File: src/rtl/uart_rx_sequencer.sv
// uart_rx_sequencer
//   Frame-level receiver for the analyzer's UART capture path. The raw rx line
//   is synchronised, and a falling edge seen in IDLE starts a frame. The start
//   bit is confirmed at its midpoint. Data bits are then sampled once per bit
//   period, LSB first, and the stop bit is checked. Completed bytes go to the
//   readout logic over a valid/ready handshake.
//
// Parameters
//   CLKS_PER_BIT  clk cycles per UART bit (4..65535)
//   DATA_BITS     data bits per frame (5..8); 1 start bit, 1 stop bit, no parity
//
// Ports
//   clk        system clock, posedge
//   rst_n      asynchronous active-low reset
//   rx         raw probe line, asynchronous to clk, idle high
//   enable     1 = frames may be accepted; 0 = abort any frame and hold in IDLE
//   out_data   last delivered byte, LSB = first data bit, unused MSBs are 0
//   out_valid  out_data holds an undelivered byte
//   out_ready  consumer accepts when out_valid & out_ready
//   frame_err  one-cycle pulse: stop bit sampled low, byte discarded
//   overrun    one-cycle pulse: byte completed while the previous one was still held
//   busy       1 whenever the sequencer is not in IDLE
module uart_rx_sequencer #(
    parameter int CLKS_PER_BIT = 5000,
    parameter int DATA_BITS    = 8
) (
    input  logic       clk,
    input  logic       rst_n,
    input  logic       rx,
    input  logic       enable,
    output logic [7:0] out_data,
    output logic       out_valid,
    input  logic       out_ready,
    output logic       frame_err,
    output logic       overrun,
    output logic       busy
);

    localparam int         HALF      = CLKS_PER_BIT / 2;
    localparam logic [15:0] HALF_LAST = 16'(HALF - 1);
    localparam logic [15:0] BIT_LAST  = 16'(CLKS_PER_BIT - 1);
    localparam logic [2:0]  IDX_LAST  = 3'(DATA_BITS - 1);

    typedef enum logic [2:0] {
        S_IDLE,
        S_START,
        S_DATA,
        S_STOP,
        S_BREAK
    } state_t;

    state_t                 state, state_next;
    logic                   rx_meta, rx_s, rx_d;
    logic [15:0]            cnt;
    logic [2:0]             idx;
    logic [DATA_BITS-1:0]   shift;

    logic bit_tick, half_tick;
    logic cnt_run, bit_sample, data_enter, stop_ok, stop_bad, load;

    // Two-flop synchroniser plus one delay stage for edge detection. The
    // flops reset to 1 so a reset never looks like a start edge.
    // NOTE: clocked state always uses non-blocking assignments so every flop
    // samples the pre-edge value of its neighbours, exactly like hardware.
    always_ff @(posedge clk or negedge rst_n) begin
        if (!rst_n) begin
            rx_meta <= 1'b1;
            rx_s    <= 1'b1;
            rx_d    <= 1'b1;
        end else begin
            rx_meta <= rx;
            rx_s    <= rx_meta;
            rx_d    <= rx_s;
        end
    end

    always_ff @(posedge clk or negedge rst_n) begin
        if (!rst_n) state <= S_IDLE;
        else        state <= state_next;
    end

    assign bit_tick  = (cnt == BIT_LAST);
    assign half_tick = (cnt == HALF_LAST);

    // NOTE: every signal driven here gets a default first; a path that left
    // one unassigned would infer a latch.
    always_comb begin
        state_next = state;
        cnt_run    = 1'b0;
        bit_sample = 1'b0;
        data_enter = 1'b0;
        stop_ok    = 1'b0;
        stop_bad   = 1'b0;

        if (!enable && state != S_IDLE) begin
            // Abort: no flags and no delivery for a partial frame.
            state_next = S_IDLE;
        end else begin
            case (state)
                S_IDLE: begin
                    if (enable && rx_d && !rx_s) state_next = S_START;
                end
                S_START: begin
                    cnt_run = 1'b1;
                    if (half_tick) begin
                        cnt_run = 1'b0;
                        if (!rx_s) begin
                            state_next = S_DATA;
                            data_enter = 1'b1;
                        end else begin
                            // Start bit did not hold until its midpoint: glitch.
                            state_next = S_IDLE;
                        end
                    end
                end
                S_DATA: begin
                    cnt_run = !bit_tick;
                    if (bit_tick) begin
                        bit_sample = 1'b1;
                        if (idx == IDX_LAST) state_next = S_STOP;
                    end
                end
                S_STOP: begin
                    cnt_run = !bit_tick;
                    if (bit_tick) begin
                        if (rx_s) begin
                            stop_ok    = 1'b1;
                            state_next = S_IDLE;
                        end else begin
                            stop_bad   = 1'b1;
                            state_next = S_BREAK;
                        end
                    end
                end
                S_BREAK: begin
                    // A line held low after a bad stop bit must return high
                    // before another start edge can be recognised.
                    if (rx_s) state_next = S_IDLE;
                end
                default: state_next = S_IDLE;
            endcase
        end
    end

    // A held byte is replaced only when the slot is empty or being accepted
    // in this very cycle; otherwise the new byte is dropped as an overrun.
    assign load = stop_ok && (!out_valid || out_ready);

    // NOTE: the shift register is only a handful of flops, so it is reset
    // along with the rest of the datapath; a large RAM would not be.
    always_ff @(posedge clk or negedge rst_n) begin
        if (!rst_n) begin
            cnt       <= '0;
            idx       <= '0;
            shift     <= '0;
            out_data  <= '0;
            out_valid <= 1'b0;
            frame_err <= 1'b0;
            overrun   <= 1'b0;
        end else begin
            cnt       <= cnt_run ? cnt + 16'd1 : 16'd0;
            frame_err <= stop_bad;
            overrun   <= stop_ok && out_valid && !out_ready;

            if (data_enter)                        idx <= '0;
            else if (bit_sample && idx != IDX_LAST) idx <= idx + 3'd1;

            if (bit_sample) shift[idx] <= rx_s;

            if (load) begin
                out_data  <= 8'(shift);
                out_valid <= 1'b1;
            end else if (out_valid && out_ready) begin
                out_valid <= 1'b0;
            end
        end
    end

    assign busy = (state != S_IDLE);

endmodule

File: config.mk
export PLATFORM = sky130hd
export DESIGN_NAME = uart_rx_sequencer
export DESIGN_NICKNAME = d
export VERILOG_FILES = /design/src/rtl/uart_rx_sequencer.sv
export SDC_FILE = /design/constraint.sdc
export NUM_CORES = 1
export LEC_CHECK = 0
export CAP_MARGIN = 10
export CORE_UTILIZATION = 45
export CTS_CLUSTER_DIAMETER = 80
export DETAILED_ROUTE_END_ITERATION = 6
export MAX_ROUTING_LAYER = met4
export SLEW_MARGIN = 20
export SYNTH_ARGS = -nofsm -noshare
export SYNTH_HDL_FRONTEND = slang
export SYNTH_SLANG_ARGS = --single-unit
File: constraint.sdc
create_clock -name clk -period 2.65 [get_ports clk]
set_input_delay 0.53 -clock clk [delete_from_list [all_inputs] [get_ports clk]]
set_output_delay 0.53 -clock clk [all_outputs]
set_load 0.01 [all_outputs]
==> flow_metrics.env <==
export IMPL_gp_congestion=0.8331
export IMPL_nNetsFinal=215
export IMPL_cp_cell_sequence="or3_1 > clkdlybuf4s50_1"
export IMPL_cp_arrival_ns=1.63
export IMPL_dieArea_mm2=0.005074
export IMPL_clock_sinks=44
export IMPL_cpMaxStageDelayCell="dfrtp_1"
export IMPL_dr_pass1_iters=6
export IMPL_grt_first_pass_wirelength_mm=6.831
export IMPL_cp_max_fo=9
export IMPL_grt_usage_pct=17.80
export IMPL_rsz0062_at_grt="false"
export IMPL_fmax_mhz=463.1
export IMPL_final_layout_size_suffix_gt1_share_pct=17.79
export IMPL_min_path_type="primary input to async pin"
export IMPL_syn_area_per_cell_um2=11.41
export IMPL_cts_htree_levels=2
export IMPL_async_reset_ff_share_pct=100.0
export IMPL_num_vias=1494
export IMPL_cts_hold_buf=0
export IMPL_rows=24
export IMPL_synth_area_top_cells="dfrtp_1 (48%), mux2_2 (7.8%), dfstp_2 (3.7%), nand4_1 (2.9%), nor2_1 (2.4%)"
export IMPL_post_cts_setup_buffers=0
export IMPL_fin_skew_ns=0.01066
export IMPL_synth_top_cell_area_share_pct=47.56
export IMPL_wl_per_cell_um=14.65
export IMPL_violations="DRC"
export IMPL_core_mm2=0.004474
export IMPL_post_cts_resized=0
export IMPL_tightest_slew_ns=0.5391
export IMPL_grt_pass1_vias=1479
export IMPL_status="complete, but fails checks"
export IMPL_area_growth_pct=12.99
export IMPL_synth_edf_count=0
export IMPL_fin_tns_setup_ns=0
export IMPL_hpwlAfterDp_mm=2.637
export IMPL_synth_seq_cells=44
export IMPL_clkLatencyLatePin_ns=0.30
export IMPL_multi_input_area_um2=996.0
export IMPL_yosys_cell_count_top_type="dfrtp_1"
export IMPL_holdWs_ns=0.2094
export IMPL_leakage_nw=1.058
export IMPL_hold_viol_final=0
export IMPL_synth_nets=197
export IMPL_crit_path_start_kind="register"
export IMPL_slew_headroom_pct=63.79
export IMPL_ys_warn_count=0
export IMPL_fillers=399
export IMPL_synth_cells=189
export IMPL_drv_cap=0
export IMPL_final_util_pct=54.47
export IMPL_critPathMaxStageDelay_ns=0.48
export IMPL_yosysTopAreaCell="dfrtp_1"
export IMPL_seqCellArea_mm2=0.001105
export IMPL_final_cells=260
export IMPL_viasPerCell=5.746
export IMPL_synth_ff_type="dfrtp_1"
export IMPL_boundaryPins=17
export IMPL_port_buffers=16
export IMPL_p_per_area_mw_per_mm2=465.8
export IMPL_dieHeight_um=71.24
export IMPL_syn_cell_area_mm2=0.002157
export IMPL_placedCellCount=252
export IMPL_setup_viol=0
export IMPL_irDropWorstVdd_mv=0.3594
export IMPL_die_w_um=71.24
export IMPL_ys_top_cells_by_count="dfrtp_1 (41), mux2_2 (15), nor2_1 (14)"
export IMPL_clock_root_buffer="clkbuf_8"
export IMPL_clk_transition_reported_paths_ns=0.08
export IMPL_slew_viol_final=0
export IMPL_globalRouteOverflowTotal=0
export IMPL_final_period_utilization_pct=81.48
export IMPL_floorplan_initialDensity_pct=48.21
export IMPL_antenna_left=0
export IMPL_min_period_ns=2.159
export IMPL_required_ns=2.12
export IMPL_ys_seq_area_share_pct=51.22
export IMPL_grt_start_max_net_pins=45
export IMPL_worstSetupPathType="register to primary output"
export IMPL_cts_tree="done"
export IMPL_cts_buffer_depth=2
export IMPL_synth_cell_types=44
export IMPL_timing_critical_path_to_type="primary output"
export IMPL_wl_mm=3.808
export IMPL_numCtsBuffers=5
export IMPL_drt_iter0_drc=104
export IMPL_n_antenna_cell=0
export IMPL_antenna_found_initial=0
export IMPL_drc_errors=4
kinds of logic after synthesis:
| logic type | after synthesis | share of synthesized area (%) |
|---|---|---|
| muxes | 15 | 7.831 |
| adders and majority gates | 3 | 1.740 |
| buffers and inverters | 10 | 2.610 |
| DFF | 44 | 51.22 |
| AOI/OAI and AO/OA | 24 | 7.309 |
| xor gates and xnor gates | 9 | 3.654 |
| and+or+nand+nor | 84 | 25.64 |
routing by layer:
| metal | share of wire (%) | track usage (%) |
|---|---|---|
| met1 | 48 | 22.69 |
| met2 | 47 | 27.83 |
| met3 | 2.8 | 3.938 |
| met4 | 1.5 | 6.889 |
| met5 | 0 | - |
power breakdown:
part	leakage, nW	internal, mW	switching, mW
logic	0.406	0.0126	0.0223
registers	0.604	0.677	0.00707
clock network	0.0479	0.184	0.232
total	1.06	0.873	0.262
layout make-up:
| cell class | count | share of cell area [%] |
|---|---|---|
| sequential | 44 | 45.33 |
| clock buffer | 5 | 2.823 |
| clock inverter | 3 | 0.7700 |
| multi-input combinational | 135 | 40.86 |
| inverter | 3 | 0.4620 |
| tap | 52 | 2.669 |
| timing repair buffer | 18 | 7.084 |
worst max-delay path: cells and delay by family, from the launching register on:
family / cells / cell delay (ns)
buffers and inverters: 1 / 0.48
AND/OR/NAND/NOR: 1 / 0.37
flip-flops: 1 / 0.48
cell usage in the layout (no fill, tap or decap), types with 4 or more instances in the layout:
cell type,instances
a21oi_1,9
clkbuf_8,5
clkdlybuf4s50_1,15
dfrtp_1,41
mux2_2,15
nand2_1,13
nand3_1,6
nand4_1,10
nor2_1,14
nor2b_1,4
o21ai_0,7
or3_1,5
xor2_1,6
state kept, by name (all words and copies together) (netlist names), 3 cells and up:
register and count:
state 3, out_data 8, shift 8, idx 3, cnt 16
metrics by stage:
stage	cell area (um2)	total power, mW	worst slack (ns)
3_3_place_gp	2347	0.7321	0.2944
3_5_place_dp	2347	0.7332	0.2406
4_1_cts	2435	1.146	0.4690
2_1_floorplan	2157	0.7093	0.7445
6_report	2437	1.135	0.4908
5_1_grt	2437	1.177	0.3337
worst paths after layout:
| kind | start | endpoint | slack [ns] | depth (start not counted) |
|---|---|---|---|---|
| min in group clk | rx_meta | rx_s | 0.36 | 0 |
| hold / removal | rst_n | overrun | 0.21 | 1 |
| max in group asynchronous | rst_n | rx_d | 2.06 | 1 |
| hold reg to reg | rx_meta | rx_s | 0.36 | 0 |
| setup / recovery | state[0] | busy | 0.49 | 2 |
| setup reg to reg | cnt[0] | out_data[3] | 0.49 | 5 |
Power figures use the tool's default switching activity.
==> RTL edit: new RTL, same settings <==
The parameter `DATA_BITS` goes from 8 to 6. Comments in the files are not updated.
--- a/src/rtl/uart_rx_sequencer.sv
+++ b/src/rtl/uart_rx_sequencer.sv
@@ -23,5 +23,5 @@
 module uart_rx_sequencer #(
     parameter int CLKS_PER_BIT = 5000,
-    parameter int DATA_BITS    = 8
+    parameter int DATA_BITS    = 6
 ) (
     input  logic       clk,
Function: same outputs for any inputs over 10 cycles, from zero or initial values and one cycle with rst_n low; that may be too few to reach the edited logic, so the function may still have changed.
==> RTL edit against the unedited design <==
Area after synthesis shrank 3.6%; count of clock-buffer cells in the layout unchanged; total power increased by 1.5%; sequential cell count is 4 lower; clock power increased by 19%; routed wire length is 3.8% higher; critical path type is now reg2reg; global-route usage rose by 0.14 points; maximum frequency down 6.6%; cell area decreased by 3.9%; setup slack worse by 150 ps.
==> RTL edit: results (changes against the unedited design) <==
<table>
<tr><th>Metric</th><th>Value</th></tr>
<tr><th colspan="2">Outcome</th></tr>
<tr><td>Status</td><td>finished, final reports clean (was complete, but fails checks)</td></tr>
<tr><th colspan="2">Route</th></tr>
<tr><td>Routed wire per std cell</td><td>15.4 um (was 14.6 um)</td></tr>
<tr><td>Met3 wire length</td><td>151 um (was 107 um)</td></tr>
<tr><td>Vias</td><td>1,471 (was 1,494)</td></tr>
<tr><th colspan="2">GRT</th></tr>
<tr><td>Global routing usage summed across all routing layers</td><td>0.179 (was 0.178)</td></tr>
<tr><td>Met3 demand-to-capacity share in global routing</td><td>0.0491 (was 0.0394)</td></tr>
<tr><td>Global-route met2 utilization</td><td>0.287 (was 0.278)</td></tr>
<tr><th colspan="2">Synth</th></tr>
<tr><td>Mux share of post-synthesis cell area</td><td>0.0758 (was 0.0783)</td></tr>
<tr><td>Top area cells in the synthesized netlist</td><td>sky130_fd_sc_hd__dfrtp_1 45%, sky130_fd_sc_hd__mux2_4 4.3%, sky130_fd_sc_hd__dfstp_2 3.8% (was sky130_fd_sc_hd__dfrtp_1 48%, sky130_fd_sc_hd__mux2_2 7.8%, sky130_fd_sc_hd__dfstp_2 3.7%)</td></tr>
<tr><td>Mean cell area of the mapped netlist</td><td>10.8 sq um (was 11.4 sq um)</td></tr>
<tr><th colspan="2">Place</th></tr>
<tr><td>DP HPWL</td><td>2.76 mm (was 2.64 mm)</td></tr>
<tr><td>RD Place Congestion</td><td>0.856 (was 0.833)</td></tr>
<tr><td>Cell area after placement</td><td>2230 sq um (was 2350 sq um)</td></tr>
<tr><td>Instance count after placement with tap cells included</td><td>248 (was 252)</td></tr>
<tr><th colspan="2">Timing</th></tr>
<tr><td>Slew of the pin with the lowest slew margin</td><td>884 ps (was 539 ps)</td></tr>
<tr><td>Final Skew</td><td>9.94 ps (was 10.7 ps)</td></tr>
<tr><th colspan="2">Setup path</th></tr>
<tr><td>Delay of the slowest cell on the worst path</td><td>640 ps (was 480 ps)</td></tr>
<tr><td>R2R depth</td><td>4 (was 5)</td></tr>
<tr><td>Family with the most delay on the worst path</td><td>simple AND/OR/NAND/NOR gates (was flip-flops)</td></tr>
<tr><th colspan="2">Pwr</th></tr>
<tr><td>Switching share of power</td><td>0.213 (was 0.231)</td></tr>
<tr><td>Power consumed by the clock network</td><td>495 uW (was 416 uW)</td></tr>
<tr><td>Leak</td><td>0.993 nW (was 1.06 nW)</td></tr>
<tr><th colspan="2">Layout</th></tr>
<tr><td>Net count, final</td><td>211 (was 215)</td></tr>
<tr><td>Core Util, Final</td><td>0.534 (was 0.545)</td></tr>
<tr><td>Clock network area share</td><td>0.0475 (was 0.0359)</td></tr>
<tr><td>Fraction of final layout cells with drive strength greater than 1</td><td>0.162 (was 0.178)</td></tr>
<tr><td>Layout multi-input combinational cell count</td><td>137 (was 135)</td></tr>
<tr><td>Multi-input gate area</td><td>1000 sq um (was 996 sq um)</td></tr>
</table>
[RTL edit: cell types whose count changed after synthesis, moves of 3 or more]
cell | before | now
sky130_fd_sc_hd__nand3b_1 | 0 | 3
sky130_fd_sc_hd__o31ai_1 | 3 | 0
sky130_fd_sc_hd__nor2_1 | 14 | 20
sky130_fd_sc_hd__clkbuf_1 | 3 | 9
sky130_fd_sc_hd__nand3_1 | 6 | 9
sky130_fd_sc_hd__mux2_2 | 15 | 6
sky130_fd_sc_hd__nand2_1 | 13 | 7
sky130_fd_sc_hd__xor2_1 | 6 | 9
sky130_fd_sc_hd__mux2_4 | 0 | 6
sky130_fd_sc_hd__o21ai_0 | 7 | 2
sky130_fd_sc_hd__nor4_1 | 1 | 4
sky130_fd_sc_hd__nor3_1 | 2 | 5
sky130_fd_sc_hd__dfrtp_1 | 41 | 37
